File: src/rtl/dr_seq_pkg.sv
// rtl/dr_seq_pkg.sv - shared types and constants for the DR load sequencer
package dr_seq_pkg;

    localparam int DR_WIDTH = 12;

    typedef enum logic [1:0] {
        IDLE,
        RD,
        LOAD
    } state_t;

    typedef enum logic [1:0] {
        SRC_NONE,
        SRC_INSM,
        SRC_DM,
        SRC_BUS
    } src_t;

endpackage

File: src/rtl/dr_load_sequencer_if.sv
// rtl/dr_load_sequencer_if.sv - request/ack, memory read and DR write-enable bundle
interface dr_load_sequencer_if;

    logic fetch_req;
    logic load_req;
    logic bus_req;
    logic fetch_ack;
    logic load_ack;
    logic bus_ack;
    logic insm_rd;
    logic insm_rdy;
    logic dm_rd;
    logic dm_rdy;
    logic dr_wen_insm;
    logic dr_wen_dm;
    logic dr_wen_bus;
    logic busy;
    logic err_timeout;

    // master: control unit plus memories; slave: the sequencer
    modport master (
        output fetch_req, load_req, bus_req, insm_rdy, dm_rdy,
        input  fetch_ack, load_ack, bus_ack, insm_rd, dm_rd,
        input  dr_wen_insm, dr_wen_dm, dr_wen_bus, busy, err_timeout
    );

    modport slave (
        input  fetch_req, load_req, bus_req, insm_rdy, dm_rdy,
        output fetch_ack, load_ack, bus_ack, insm_rd, dm_rd,
        output dr_wen_insm, dr_wen_dm, dr_wen_bus, busy, err_timeout
    );

endinterface

File: src/rtl/dr_seq_arb.sv
// rtl/dr_seq_arb.sv - fixed-priority fetch > load > bus grant
module dr_seq_arb
    import dr_seq_pkg::*;
(
    input  logic fetch_req,
    input  logic load_req,
    input  logic bus_req,
    output src_t grant
);

    // Same ordering as the DR's own mux priority, so the two can never disagree
    always_comb begin
        grant = SRC_NONE;
        if (fetch_req) begin
            grant = SRC_INSM;
        end else if (load_req) begin
            grant = SRC_DM;
        end else if (bus_req) begin
            grant = SRC_BUS;
        end
    end

endmodule

File: src/rtl/dr_load_sequencer.sv
// rtl/dr_load_sequencer.sv - DR load arbiter and memory read handshake FSM
// Optional read watchdog enabled by defining DR_SEQ_TIMEOUT_EN.
module dr_load_sequencer
    import dr_seq_pkg::*;
#(
    parameter int reg_width = DR_WIDTH,
    parameter int TIMEOUT   = 15
) (
    input  logic clk,
    input  logic reset,
    dr_load_sequencer_if.slave drs
);

    if (reg_width != DR_WIDTH || TIMEOUT < 1) begin : g_param_chk
        $error("dr_load_sequencer: reg_width must equal DR_WIDTH and TIMEOUT must be >= 1");
    end

    state_t state_q;
    src_t   src_q;
    src_t   grant;
    logic   rdy_sel;

    dr_seq_arb u_arb (
        .fetch_req (drs.fetch_req),
        .load_req  (drs.load_req),
        .bus_req   (drs.bus_req),
        .grant     (grant)
    );

    // Only the latched memory's ready can advance RD; the other one is ignored
    always_comb begin
        rdy_sel = 1'b0;
        if (src_q == SRC_INSM) begin
            rdy_sel = drs.insm_rdy;
        end else if (src_q == SRC_DM) begin
            rdy_sel = drs.dm_rdy;
        end
    end

`ifdef DR_SEQ_TIMEOUT_EN
    localparam int CW = (TIMEOUT < 2) ? 1 : $clog2(TIMEOUT + 1);

    logic [CW-1:0] cnt_q;
    logic          err_q;

    always_ff @(posedge clk or negedge reset) begin
        if (!reset) begin
            state_q <= IDLE;
            src_q   <= SRC_NONE;
            cnt_q   <= '0;
            err_q   <= 1'b0;
        end else begin
            err_q <= 1'b0;
            case (state_q)
                IDLE: begin
                    if (grant == SRC_BUS) begin
                        state_q <= LOAD;
                        src_q   <= SRC_BUS;
                    end else if (grant != SRC_NONE) begin
                        state_q <= RD;
                        src_q   <= grant;
                        cnt_q   <= '0;
                    end
                end
                RD: begin
                    if (rdy_sel) begin
                        state_q <= LOAD;
                    end else if (cnt_q == CW'(TIMEOUT - 1)) begin
                        // Abort: no write, no ack; requester sees err_timeout instead
                        state_q <= IDLE;
                        src_q   <= SRC_NONE;
                        err_q   <= 1'b1;
                    end else begin
                        cnt_q <= cnt_q + 1'b1;
                    end
                end
                LOAD: begin
                    state_q <= IDLE;
                    src_q   <= SRC_NONE;
                end
                default: begin
                    state_q <= IDLE;
                    src_q   <= SRC_NONE;
                end
            endcase
        end
    end

    assign drs.err_timeout = err_q;
`else
    always_ff @(posedge clk or negedge reset) begin
        if (!reset) begin
            state_q <= IDLE;
            src_q   <= SRC_NONE;
        end else begin
            case (state_q)
                IDLE: begin
                    if (grant == SRC_BUS) begin
                        state_q <= LOAD;
                        src_q   <= SRC_BUS;
                    end else if (grant != SRC_NONE) begin
                        state_q <= RD;
                        src_q   <= grant;
                    end
                end
                RD: begin
                    if (rdy_sel) begin
                        state_q <= LOAD;
                    end
                end
                LOAD: begin
                    state_q <= IDLE;
                    src_q   <= SRC_NONE;
                end
                default: begin
                    state_q <= IDLE;
                    src_q   <= SRC_NONE;
                end
            endcase
        end
    end

    assign drs.err_timeout = 1'b0;
`endif

    // Moore decode of state and latched source; one-hot by construction
    assign drs.insm_rd     = (state_q == RD)   && (src_q == SRC_INSM);
    assign drs.dm_rd       = (state_q == RD)   && (src_q == SRC_DM);
    assign drs.dr_wen_insm = (state_q == LOAD) && (src_q == SRC_INSM);
    assign drs.dr_wen_dm   = (state_q == LOAD) && (src_q == SRC_DM);
    assign drs.dr_wen_bus  = (state_q == LOAD) && (src_q == SRC_BUS);
    assign drs.fetch_ack   = drs.dr_wen_insm;
    assign drs.load_ack    = drs.dr_wen_dm;
    assign drs.bus_ack     = drs.dr_wen_bus;
    assign drs.busy        = (state_q != IDLE);

endmodule

File: src/flat_wrapper.sv
// flat-port wrapper written by rule: the top's interface ports become plain ports
module dr_load_sequencer_flat import dr_seq_pkg::*;
#(
    parameter int reg_width = DR_WIDTH,
    parameter int TIMEOUT   = 15
)
  (clk, reset, drs_fetch_req, drs_load_req, drs_bus_req, drs_insm_rdy, drs_dm_rdy, drs_fetch_ack, drs_load_ack, drs_bus_ack, drs_insm_rd, drs_dm_rd, drs_dr_wen_insm, drs_dr_wen_dm, drs_dr_wen_bus, drs_busy, drs_err_timeout);
  dr_load_sequencer_if drs_i ();
  input  logic clk;
  input  logic reset;
  input wire logic [$bits(drs_i.fetch_req)-1:0] drs_fetch_req;
  input wire logic [$bits(drs_i.load_req)-1:0] drs_load_req;
  input wire logic [$bits(drs_i.bus_req)-1:0] drs_bus_req;
  input wire logic [$bits(drs_i.insm_rdy)-1:0] drs_insm_rdy;
  input wire logic [$bits(drs_i.dm_rdy)-1:0] drs_dm_rdy;
  output wire logic [$bits(drs_i.fetch_ack)-1:0] drs_fetch_ack;
  output wire logic [$bits(drs_i.load_ack)-1:0] drs_load_ack;
  output wire logic [$bits(drs_i.bus_ack)-1:0] drs_bus_ack;
  output wire logic [$bits(drs_i.insm_rd)-1:0] drs_insm_rd;
  output wire logic [$bits(drs_i.dm_rd)-1:0] drs_dm_rd;
  output wire logic [$bits(drs_i.dr_wen_insm)-1:0] drs_dr_wen_insm;
  output wire logic [$bits(drs_i.dr_wen_dm)-1:0] drs_dr_wen_dm;
  output wire logic [$bits(drs_i.dr_wen_bus)-1:0] drs_dr_wen_bus;
  output wire logic [$bits(drs_i.busy)-1:0] drs_busy;
  output wire logic [$bits(drs_i.err_timeout)-1:0] drs_err_timeout;
  assign drs_i.fetch_req = drs_fetch_req;
  assign drs_i.load_req = drs_load_req;
  assign drs_i.bus_req = drs_bus_req;
  assign drs_i.insm_rdy = drs_insm_rdy;
  assign drs_i.dm_rdy = drs_dm_rdy;
  assign drs_fetch_ack = drs_i.fetch_ack;
  assign drs_load_ack = drs_i.load_ack;
  assign drs_bus_ack = drs_i.bus_ack;
  assign drs_insm_rd = drs_i.insm_rd;
  assign drs_dm_rd = drs_i.dm_rd;
  assign drs_dr_wen_insm = drs_i.dr_wen_insm;
  assign drs_dr_wen_dm = drs_i.dr_wen_dm;
  assign drs_dr_wen_bus = drs_i.dr_wen_bus;
  assign drs_busy = drs_i.busy;
  assign drs_err_timeout = drs_i.err_timeout;
  dr_load_sequencer #(.reg_width(reg_width), .TIMEOUT(TIMEOUT)) u_core (.clk(clk), .reset(reset), .drs(drs_i));
endmodule
File: config.mk
export PLATFORM = sky130hd
export DESIGN_NAME = dr_load_sequencer_flat
export DESIGN_NICKNAME = d
export VERILOG_FILES = /design/src/rtl/dr_seq_pkg.sv /design/src/rtl/dr_load_sequencer_if.sv /design/src/rtl/dr_seq_arb.sv /design/src/rtl/dr_load_sequencer.sv /design/src/flat_wrapper.sv
export SDC_FILE = /design/constraint.sdc
export NUM_CORES = 1
export LEC_CHECK = 0
export BUFFER_PORTS_ARGS = -buffer_cell sky130_fd_sc_hd__buf_2
export CAP_MARGIN = 20
export CORE_AREA = 5 5 42 44
export CTS_CLUSTER_SIZE = 30
export DETAILED_ROUTE_END_ITERATION = 8
export DIE_AREA = 0 0 47 49
export GPL_TIMING_DRIVEN = 0
export PLACE_DENSITY = 0.5
export SYNTH_ARGS = -nofsm -noshare
export SYNTH_HDL_FRONTEND = slang
export SYNTH_SLANG_ARGS = --single-unit
File: constraint.sdc
create_clock -name clk -period 2.7 [get_ports clk]
set_clock_uncertainty 0.1 [all_clocks]
set_input_delay 0.27 -clock clk [delete_from_list [all_inputs] [get_ports clk]]
set_output_delay 0.27 -clock clk [all_outputs]
set_load 0.05 [all_outputs]
### Word-level counts from Yosys, hierarchy flattened

Cells that the tools add are included.

| storage, ports and cells | value |
|---|---|
| register bits | 4 |
| logic and storage cells | 33 |

| cells by class | value |
|---|---|
| equality and inequality tests | 8 |
| mux-type cells | 12 |
| bitwise operators | 1 |
| reduce and logical (&&, ||, !) cells | 10 |

Operators with widths:

| cell | number |
|---|---|
| 2-to-1 mux 2 bit | 8 |
| equality test 2 bit (second input constant) | 4 |
| one-hot mux 2 bit (2 select lines) | 2 |
| logical AND 1 bit | 5 |
| equality test 2 x 1 -> 1 bit (second input constant) | 2 |
| AND reduction 2 bit | 2 |
| nonzero test 2 bit | 2 |
| inequality test 3 x 1 -> 1 bit (second input constant) | 1 |
| logical NOT 2 bit | 1 |
| 2-to-1 mux 1 bit | 2 |
| inequality test 2 x 1 -> 1 bit (second input constant) | 1 |
| NOT 1 bit | 1 |

### Longest topological paths before layout

Gate-level depths: netlist (run 1).

| logic depth | value |
|---|---|
| depth after elaboration | 7 |
| depth in mapped cells | 4 |
| mapped depth without buffers | 3 |

### By module

From an unflattened synthesis (run 1), not the netlist that was laid out.

| second synthesis, totals | value |
|---|---|
| cells, all modules | 37 |
| area total of the unflattened synthesis | 290.3 µm² |

By module, submodules not included:

| module | instances | cells each | area an instance (µm²) |
|---|---|---|---|
| dr_load_sequencer | 1 | 33 | 271.5 |
| dr_seq_arb | 1 | 4 | 18.8 |

### Worst setup path after synthesis (run 1)

Ideal clock, no wire load.

| path | value |
|---|---|
| kind | register to output |
| start | reg u_core.state_q[0] |
| end | out drs_dr_wen_bus |
| arrival | 1.683 ns |
| data required time | 2.330 ns |
| setup slack | 0.647 ns |
| cell stages (with the launch flop) | 5 |
| cells stage by stage | dfrtp_1 -> buf_4 -> nand2b_1 -> nor2_1 -> buf_4 |

| on the way | value |
|---|---|
| longest elaborated chain between the ends | 2 |

RTL lines:

| element | RTL line | text |
|---|---|---|
| start, declared | dr_load_sequencer.sv:18 | `state_t state_q;` |
| start signal, assigned | dr_load_sequencer.sv:93 | `state_q <= IDLE;` |
| start signal, assigned | dr_load_sequencer.sv:99 | `state_q <= LOAD;` |
| start signal, assigned | dr_load_sequencer.sv:102 | `state_q <= RD;` |
| equality test 2 bit | dr_load_sequencer.sv:131 | `assign drs.dr_wen_bus = (state_q == LOAD) && (src_q == SRC_BUS);` |
| logical AND 1 bit | dr_load_sequencer.sv:131 |  |
| end, declared | flat_wrapper.sv:23 | `output wire logic [$bits(drs_i.dr_wen_bus)-1:0] drs_dr_wen_bus;` |

Every way passes these cells.

### Final worst setup path (run 1)

Ends and elaborated chain as after synthesis.

==> results of run 1 <==
sequential cells by signal (all words and copies together), names as in the netlist:
name and flops:
u_core.src_q 2, u_core.state_q 2
power by group through the flow:
stage | Sequential (W) | Combinational [W] | Clock [W]
floorplan | 0.000111 | 0.000238 | 0
global placement | 0.000122 | 0.000295 | 0
detailed placement | 0.000120 | 0.000295 | 0
CTS | 0.000120 | 0.000297 | 0.0000789
global route | 0.000126 | 0.000320 | 0.0000826
finish | 0.000121 | 0.000294 | 0.0000779
kinds of logic (layout without fill, tap and decap cells):
| kind of cell | after synthesis | count (layout) | synth area share |
|---|---|---|---|
| AO/OA/AOI/OAI | 6 | 6 | 0.164 |
| buffers and inverters | 9 | 28 | 0.186 |
| flip-flops | 4 | 4 | 0.354 |
| other | 1 | 1 | 0.0133 |
| AND/OR/NAND/NOR | 17 | 17 | 0.283 |
synth_stat cells:
| cell type | n |
|---|---|
| dfrtp_1 | 4 |
| a311oi_1 | 1 |
| inv_1 | 4 |
| or2_1 | 1 |
| nand2_1 | 4 |
| or2b_1 | 1 |
| o221a_2 | 1 |
| nand3b_1 | 2 |
| o22ai_1 | 2 |
| a21oi_1 | 1 |
| buf_4 | 5 |
| nor2_1 | 8 |
| nand2b_1 | 1 |
| conb_1 | 1 |
| a221oi_1 | 1 |
critical path, stage by stage (launching register included):
cell      delay [ps]
dfrtp_1          350
buf_4            160
nand2b_1         170
nor2_1           140
buf_4            120
buf_2            240
layout make-up:
type,count,area [um^2],share of cell area
Timing Repair Buffer,16,85.1,0.207
Inverter,4,15.0,0.0366
Multi-Input combinational cell,24,130,0.317
Buffer,5,37.5,0.0915
Tap cell,16,20.0,0.0488
Sequential cell,4,100,0.244
Clock buffer,3,22.5,0.0549
layer usage:
metal / GRT usage / share of wire / vias up
met4: 0.111 / 0.019 / 0
li1: - / - / 156
met2: 0.102 / 0.50 / 11
met1: 0.0911 / 0.41 / 135
met5: 0 / 0 / -
met3: 0.0111 / 0.063 / 2
stage by stage:
stage | area [um^2] | hold slack, ps | power [W]
finish | 410 | 217 | 0.000493
detailed placement | 378 | -22.1 | 0.000415
floorplan | 283 | -126 | 0.000349
CTS | 410 | 220 | 0.000495
global placement | 378 | -23.4 | 0.000417
global route | 410 | 251 | 0.000529
how the worst max path moves through the flow:
stage	start	depth (start not counted)	end
floorplan	u_core.state_q[0]	4	drs_dr_wen_bus
global placement	u_core.state_q[0]	5	drs_dr_wen_bus
detailed placement	u_core.state_q[0]	5	drs_dr_wen_bus
CTS	u_core.state_q[0]	5	drs_dr_wen_bus
global route	u_core.state_q[0]	5	drs_dr_wen_bus
finish	u_core.state_q[0]	5	drs_dr_wen_bus
==> flow_summary.yaml, run 1 <==
grt:
  grt_pass1_vias: 278
  grt_pass1_wl_um: 1210
  grt_use_total: 0.0799
  gr-total-overflow: 0
  antenna_found_initial: 0
  grt_max_degree: 10
synthesis:
  synth-seq-cells: 4
  yosysWarningCount: 0
  seq_area_frac_synth: 0.354
  synth_top_cell_by_area: "dfrtp_1"
  ys_types: 15
  synthCells: 37
  synth_area_um2: 283
  synth.area.top_cells: "dfrtp_1 (35%), buf_4 (13%), nor2_1 (11%), inv_1 (5.3%), nand2_1 (5.3%)"
  synth_nets: 44
  yosysTopAreaCellShare: 0.354
  synth_area_per_cell_um2: 7.64
timing:
  fmax_mhz: 558
  setup_ws_ps: 907
  fin_crit_ps: 1790
  finalHoldViolations: 0
  setup-tns-final_ps: 0
  setup_viol: 0
  rsz0062_at_grt: "no"
  fin_crit_sh: 0.664
  final_max_slew_viol_count: 0
floorplanning:
  rows: 14
  die_h_um: 49
  die_w_um: 47
  coreArea_um2: 1400
  initial_utilization: 0.202
  pin_count: 17
  dieArea_um2: 2300
detailed_routing:
  num_vias: 304
  drc: 0
  routedWlPerCell_um: 10.4
  ant_nets: 0
  drt_iter0_drc: 6
  finalWirelength_um: 746
  drt-pass1-iter-count: 6
  avgViaCountPerCell: 4.22
clocking:
  htree_levels: 1
  clkLatencyLatePin_ps: 240
  cts_root_buffer: "clkbuf_4"
  ctsHoldBuffers: 1
  postCtsSetupRepairBufs: 0
  clock-sinks: 4
  cts_tree: "built"
  post_cts_resized: 0
  clk_transition_reported_paths_ps: 40
  cts_made_buffers: 3
  cts_buffer_depth: 2
power:
  p_int_w: 0.000236
  pwr-share-clk: 0.158
  p_seq_frac: 0.245
  p_sw_frac: 0.521
  p_leak_nw: 0.232
  powerDensity_nw_per_um2: 1200
  power.switching_w: 0.000257
  comb_power_share: 0.597
  vdd_drop_max_v: 0.000360
worst_setup_path:
  cp.arrival_ps: 1420
  worstSetupStartpointType: "register"
  r2r_slack_ps: 1580
  endpoint_kind: "primary output"
  worst_ep_required_time_ps: 2330
  critical_path_class: "reg -> out"
  r2r-start: "u_core.src_q[0]"
  crit_fanout: 9
  r2r-end: "u_core.state_q[1]"
  r2r_cells: 2
cells_and_area:
  drive_gt1_frac: 0.429
  syn_to_final_growth_pct: 45.1
  diodes: 0
  finalNonFillerCells: 72
  fillers: 168
  nets: 65
  most-common-layout-cells: "buf_2 (15), nor2_1 (8), buf_4 (5)"
  final_util: 0.293
  layout_commonest_cell: "buf_2"
job:
  max-cap-violations: 0
placement:
  hpwlAfterDp_um: 568
  portBuffers: 15
  gp_congestion: 0.699
  place_ws_ps: 1160
  dpl.cell_count: 68
run_status:
  run_status: "complete, no violations"
hold_path:
  hp-class: "in -> reg"
  min_from: "drs_fetch_req"
  min_to: "u_core.src_q[0]"
  hold_depth: 3
Note: power is estimated with default switching activity, not from simulation.
==> run 2, diff against run 1 <==
==> constraint.sdc (replaced) <==
create_clock -name clk -period 1.8 [get_ports clk]
set_clock_uncertainty 0.1 [all_clocks]
set_input_delay 0.18 -clock clk [delete_from_list [all_inputs] [get_ports clk]]
set_output_delay 0.18 -clock clk [all_outputs]
set_load 0.05 [all_outputs]
==> run 2 against run 1 <==
Sequential share of layout area fell by 0.15 points. Register-to-register slack lost 900 ps. Die area unchanged. Global-route usage unchanged. Critical path type unchanged. Final cell count is the same. Largest power group unchanged.
==> flow_summary.yaml, run 2 (synthesis gave the netlist of run 1 again) <==
run_status:
  run_status: "complete, no violations"
clocking:
  cts_tree: "built"
  cts_made_buffers: 3
  cts_buffer_depth: 2
  clkLatencyLatePin_ps: 240
  htree_levels: 1
  cts_root_buffer: "clkbuf_4"
  clock-sinks: 4
  clk_transition_reported_paths_ps: 40
timing:
  setup_ws_ps: 107
  fin_crit_sh: 0.940
  timing.hold.ws_ps: 127
  finalHoldViolations: 0
  rsz0062_at_grt: "no"
  setup_viol: 0
  fmax_mhz: 591
  fin_crit_ps: 1690
  final_max_slew_viol_count: 0
floorplanning:
  dieArea_um2: 2300
  die_h_um: 49
  rows: 14
  coreArea_um2: 1400
  initial_utilization: 0.202
  pin_count: 17
  die_w_um: 47
power:
  powerDensity_nw_per_um2: 1790
  p_total_w: 0.000741
  vdd_drop_max_v: 0.000542
  p_leak_nw: 0.231
placement:
  hpwlAfterDp_um: 568
  portBuffers: 15
  gp_congestion: 0.699
  place_ws_ps: 351
worst_setup_path:
  worstSetupStartpointType: "register"
  critical_path_class: "reg -> out"
  worst_ep_required_time_ps: 1520
  cp.arrival_ps: 1410
  critPathSlowestCell: "dfrtp_1"
  crit_chain: "or2b_1, nor2_1, buf_4, buf_2"
  path_buf_inv: 2
  critical-path-top-delay-family: "flip-flops"
  critical_path.max_stage_delay_ps: 420
  endpoint_kind: "primary output"
  crit_fanout: 6
detailed_routing:
  drt_iter0_drc: 6
  num_vias: 304
  finalWirelength_um: 746
  avgViaCountPerCell: 4.22
  drc: 0
  routedWlPerCell_um: 10.4
  drt-pass1-iter-count: 6
  ant_nets: 0
cells_and_area:
  final_util: 0.295
  seq_area_um2: 100
  diodes: 0
  syn_to_final_growth_pct: 46.0
  fillers: 167
  nets: 65
  most-common-layout-cells: "buf_2 (14), nor2_1 (8), buf_4 (5)"
  multi_input_area_um2: 130
  largestRegisters: "u_core.src_q (2), u_core.state_q (2)"
  drive_gt1_frac: 0.429
  layout_commonest_cell: "buf_2"
grt:
  gr-total-overflow: 0
  grt_use_total: 0.0799
  grt_pass1_vias: 278
  grt_pass1_wl_um: 1210
  grt_max_degree: 10
  antenna_found_initial: 0
hold_path:
  hp-class: "in -> reg"
job:
  max-cap-violations: 0
run 2: cell count changes in the layout (fill, tap and decap cells not counted), sizes merged:
cell	previous run	this run
buf	20	19
clkbuf	3	4
run 2: through the flow:
stage,setup TNS [ps],instances,area [um^2]
6_report,0,72,413
5_1_grt,0,72,413
4_1_cts,0,72,410
3_5_place_dp,0,68,378
3_3_place_gp,0,68,378
2_1_floorplan,-460,37,283
run 2: final cells by class:
| type | instances | area share |
|---|---|---|
| repair buffers | 16 | 0.212 |
| plain buffers | 5 | 0.0909 |
| well taps | 16 | 0.0485 |
| flip-flops and latches | 4 | 0.242 |
| multi-input cells | 24 | 0.315 |
| clock buffers | 3 | 0.0545 |
| inverters | 4 | 0.0364 |
run 2: repair_timing:
item                                   CTS  global route
setup endpoints to repair                0             1
gates resized for setup                  0             1
endpoints found under the hold margin    4             0
hold buffers                             1             0
setup buffers                            0             0
run 2: final timing paths:
path	slack, ps	from	end	depth (start not counted)
worst max-delay path	110	u_core.src_q[0]	drs_fetch_ack	4
worst min-delay path	130	drs_fetch_req	u_core.src_q[0]	3
worst max register to register	680	u_core.src_q[0]	u_core.state_q[1]	2
worst min register to register	430	u_core.state_q[1]	u_core.state_q[1]	1
max in group asynchronous	1310	reset	u_core.state_q[0]	2
min in group asynchronous	170	reset	u_core.state_q[1]	2
run 2: metal layers:
| metal | track usage | wire length (um) |
|---|---|---|
| met5 | 0 | 0 |
| met4 | 0.111 | 14 |
| met3 | 0.0111 | 47 |
| met2 | 0.102 | 376 |
| met1 | 0.0911 | 308 |
run 2: worst min-delay path, stage by stage:
cell,delay [ps]
buf_2,100
inv_1,60
a221oi_1,70
run 2: power breakdown:
| part | switching [W] | internal, W |
|---|---|---|
| Sequential | 0.0000478 | 0.000134 |
| Combinational | 0.000296 | 0.000147 |
| Clock | 0.0000420 | 0.0000749 |
| Total | 0.000385 | 0.000356 |
==> run 3, diff against run 2 <==
--- a/config.mk
+++ b/config.mk
@@ -5,6 +5,7 @@
 export SDC_FILE = /design/constraint.sdc
 export NUM_CORES = 1
 export LEC_CHECK = 0
+export ABC_CLOCK_PERIOD_IN_PS = 1800
 export BUFFER_PORTS_ARGS = -buffer_cell sky130_fd_sc_hd__buf_2
 export CAP_MARGIN = 20
 export CORE_AREA = 5 5 42 44
@@ -13,6 +14,7 @@
 export DIE_AREA = 0 0 47 49
 export GPL_TIMING_DRIVEN = 0
 export PLACE_DENSITY = 0.5
+export RECOVER_POWER = 50
 export SYNTH_ARGS = -nofsm -noshare
 export SYNTH_HDL_FRONTEND = slang
 export SYNTH_SLANG_ARGS = --single-unit
==> run 3 against run 2 <==
First-iteration DRC count grew 17%. Hold slack gained 8.0 ps. Clock power shrank 5%. Die area is the same. Critical path type unchanged. Highest routed layer unchanged.
==> flow_summary.yaml, run 3 (synthesis gave the netlist of run 1 again) <==
run_status:
  run_status: "complete, no violations"
grt:
  met2_usage: 0.102
  grt_pass1_wl_um: 1210
  met1_usage: 0.0911
  grt.busiest_layer: "met4"
  gr-total-overflow: 0
  antenna_found_initial: 0
  met3_usage: 0.0111
  grt_pass1_vias: 278
  grt_use_total: 0.0799
  grt_max_degree: 10
worst_setup_path:
  r2r_cells: 2
  worst_ep_required_time_ps: 1520
  worstSetupStartpointType: "register"
  crit_fanout: 6
  critical_path_class: "reg -> out"
  cp.arrival_ps: 1410
  r2r-start: "u_core.src_q[0]"
  cp-startpoint: "u_core.src_q[0]"
  endpoint_kind: "primary output"
clocking:
  cts_made_buffers: 3
  cts_root_buffer: "clkbuf_4"
  clk_transition_reported_paths_ps: 40
  htree_levels: 1
  clkLatencyLatePin_ps: 230
  cts_buffer_depth: 2
  clock-sinks: 4
  cts_tree: "built"
placement:
  hpwlAfterDp_um: 568
  portBuffers: 15
  place_ws_ps: 351
  gp_congestion: 0.699
timing:
  final_max_slew_viol_count: 0
  setup_viol: 0
  timing.hold.ws_ps: 135
  setup_ws_ps: 113
  fin_crit_sh: 0.937
  fmax_mhz: 593
  finalHoldViolations: 0
  setup-tns-final_ps: 0
  rsz0062_at_grt: "no"
  fin_crit_ps: 1690
cells_and_area:
  syn_to_final_growth_pct: 45.6
  diodes: 0
  nets: 65
  seq_area_um2: 100
  fillers: 168
  drive_gt1_frac: 0.411
  largestRegisters: "u_core.src_q (2), u_core.state_q (2)"
  layout_commonest_cell: "buf_2"
  multi_input_area_um2: 130
  most-common-layout-cells: "buf_2 (13), nor2_1 (8), buf_4 (5)"
floorplanning:
  die_h_um: 49
  rows: 14
  pin_count: 17
  dieArea_um2: 2300
  coreArea_um2: 1400
  die_w_um: 47
  initial_utilization: 0.202
detailed_routing:
  routedWlPerCell_um: 10.3
  drc: 0
  ant_nets: 0
  drt-pass1-iter-count: 6
  num_vias: 299
  finalWirelength_um: 739
  drt_iter0_drc: 7
  avgViaCountPerCell: 4.15
power:
  p_leak_nw: 0.228
  p_total_w: 0.000733
  p_sw_frac: 0.517
  powerDensity_nw_per_um2: 1780
  pwr-share-clk: 0.152
  comb_power_share: 0.602
  vdd_drop_max_v: 0.000543
  p_seq_frac: 0.246
  power.switching_w: 0.000379
  p_int_w: 0.000354
hold_path:
  min_from: "drs_fetch_req"
  hp-class: "in -> reg"
  hold_depth: 3
job:
  max-cap-violations: 0
-- run 3: cell types whose count changed in the layout (fill, tap and decap cells not counted), sizes merged --
cell and change:
buf -1, clkbuf +1
-- run 3: power by group through the flow --
stage	clock network, W	registers, W	logic [W]
2_1_floorplan	0	0.000166	0.000358
3_3_place_gp	0	0.000182	0.000443
3_5_place_dp	0	0.000180	0.000442
4_1_cts	0.000118	0.000180	0.000445
5_1_grt	0.000124	0.000189	0.000480
6_report	0.000111	0.000180	0.000441
-- run 3: metrics by stage --
step                      cells  cell area (um^2)   util
after floorplan              37               283      -
after global placement       68               378  0.270
after detailed placement     68               378  0.270
after CTS                    72               410  0.293
after global routing         72               412  0.294
final                        72               412  0.294
-- run 3: worst paths after layout --
path / slack, ps / end
min in group asynchronous: 210 / u_core.state_q[1]
worst min-delay path: 130 / u_core.src_q[0]
worst max-delay path: 110 / drs_fetch_ack
worst min register to register: 420 / u_core.src_q[0]
worst max register to register: 670 / u_core.state_q[1]
max in group asynchronous: 1210 / u_core.state_q[0]
-- run 3: cell type report --
class	count	area share
flip-flops and latches	4	0.243
clock buffers	3	0.0547
inverters	4	0.0365
repair buffers	16	0.210
plain buffers	5	0.0912
well taps	16	0.0486
multi-input cells	24	0.316
-- run 3: what timing repair did --
item                       4_1_cts  5_1_grt
hold endpoints to repair         4        0
hold buffers                     1        0
setup endpoints to repair        0        1
setup buffers                    0        0
gates resized for setup          0        1
-- run 3: critical path, stage by stage, from the launching register on --
cell and delay, ps:
dfrtp_1 420, or2b_1 260, nor2_1 130, buf_4 110, buf_2 240
-- run 3: routing by layer --
| metal | vias to the layer above | share of wire |
|---|---|---|
| met4 | 0 | 0.039 |
| met1 | 129 | 0.40 |
| met5 | - | 0 |
| li1 | 157 | - |
| met2 | 11 | 0.49 |
| met3 | 2 | 0.062 |
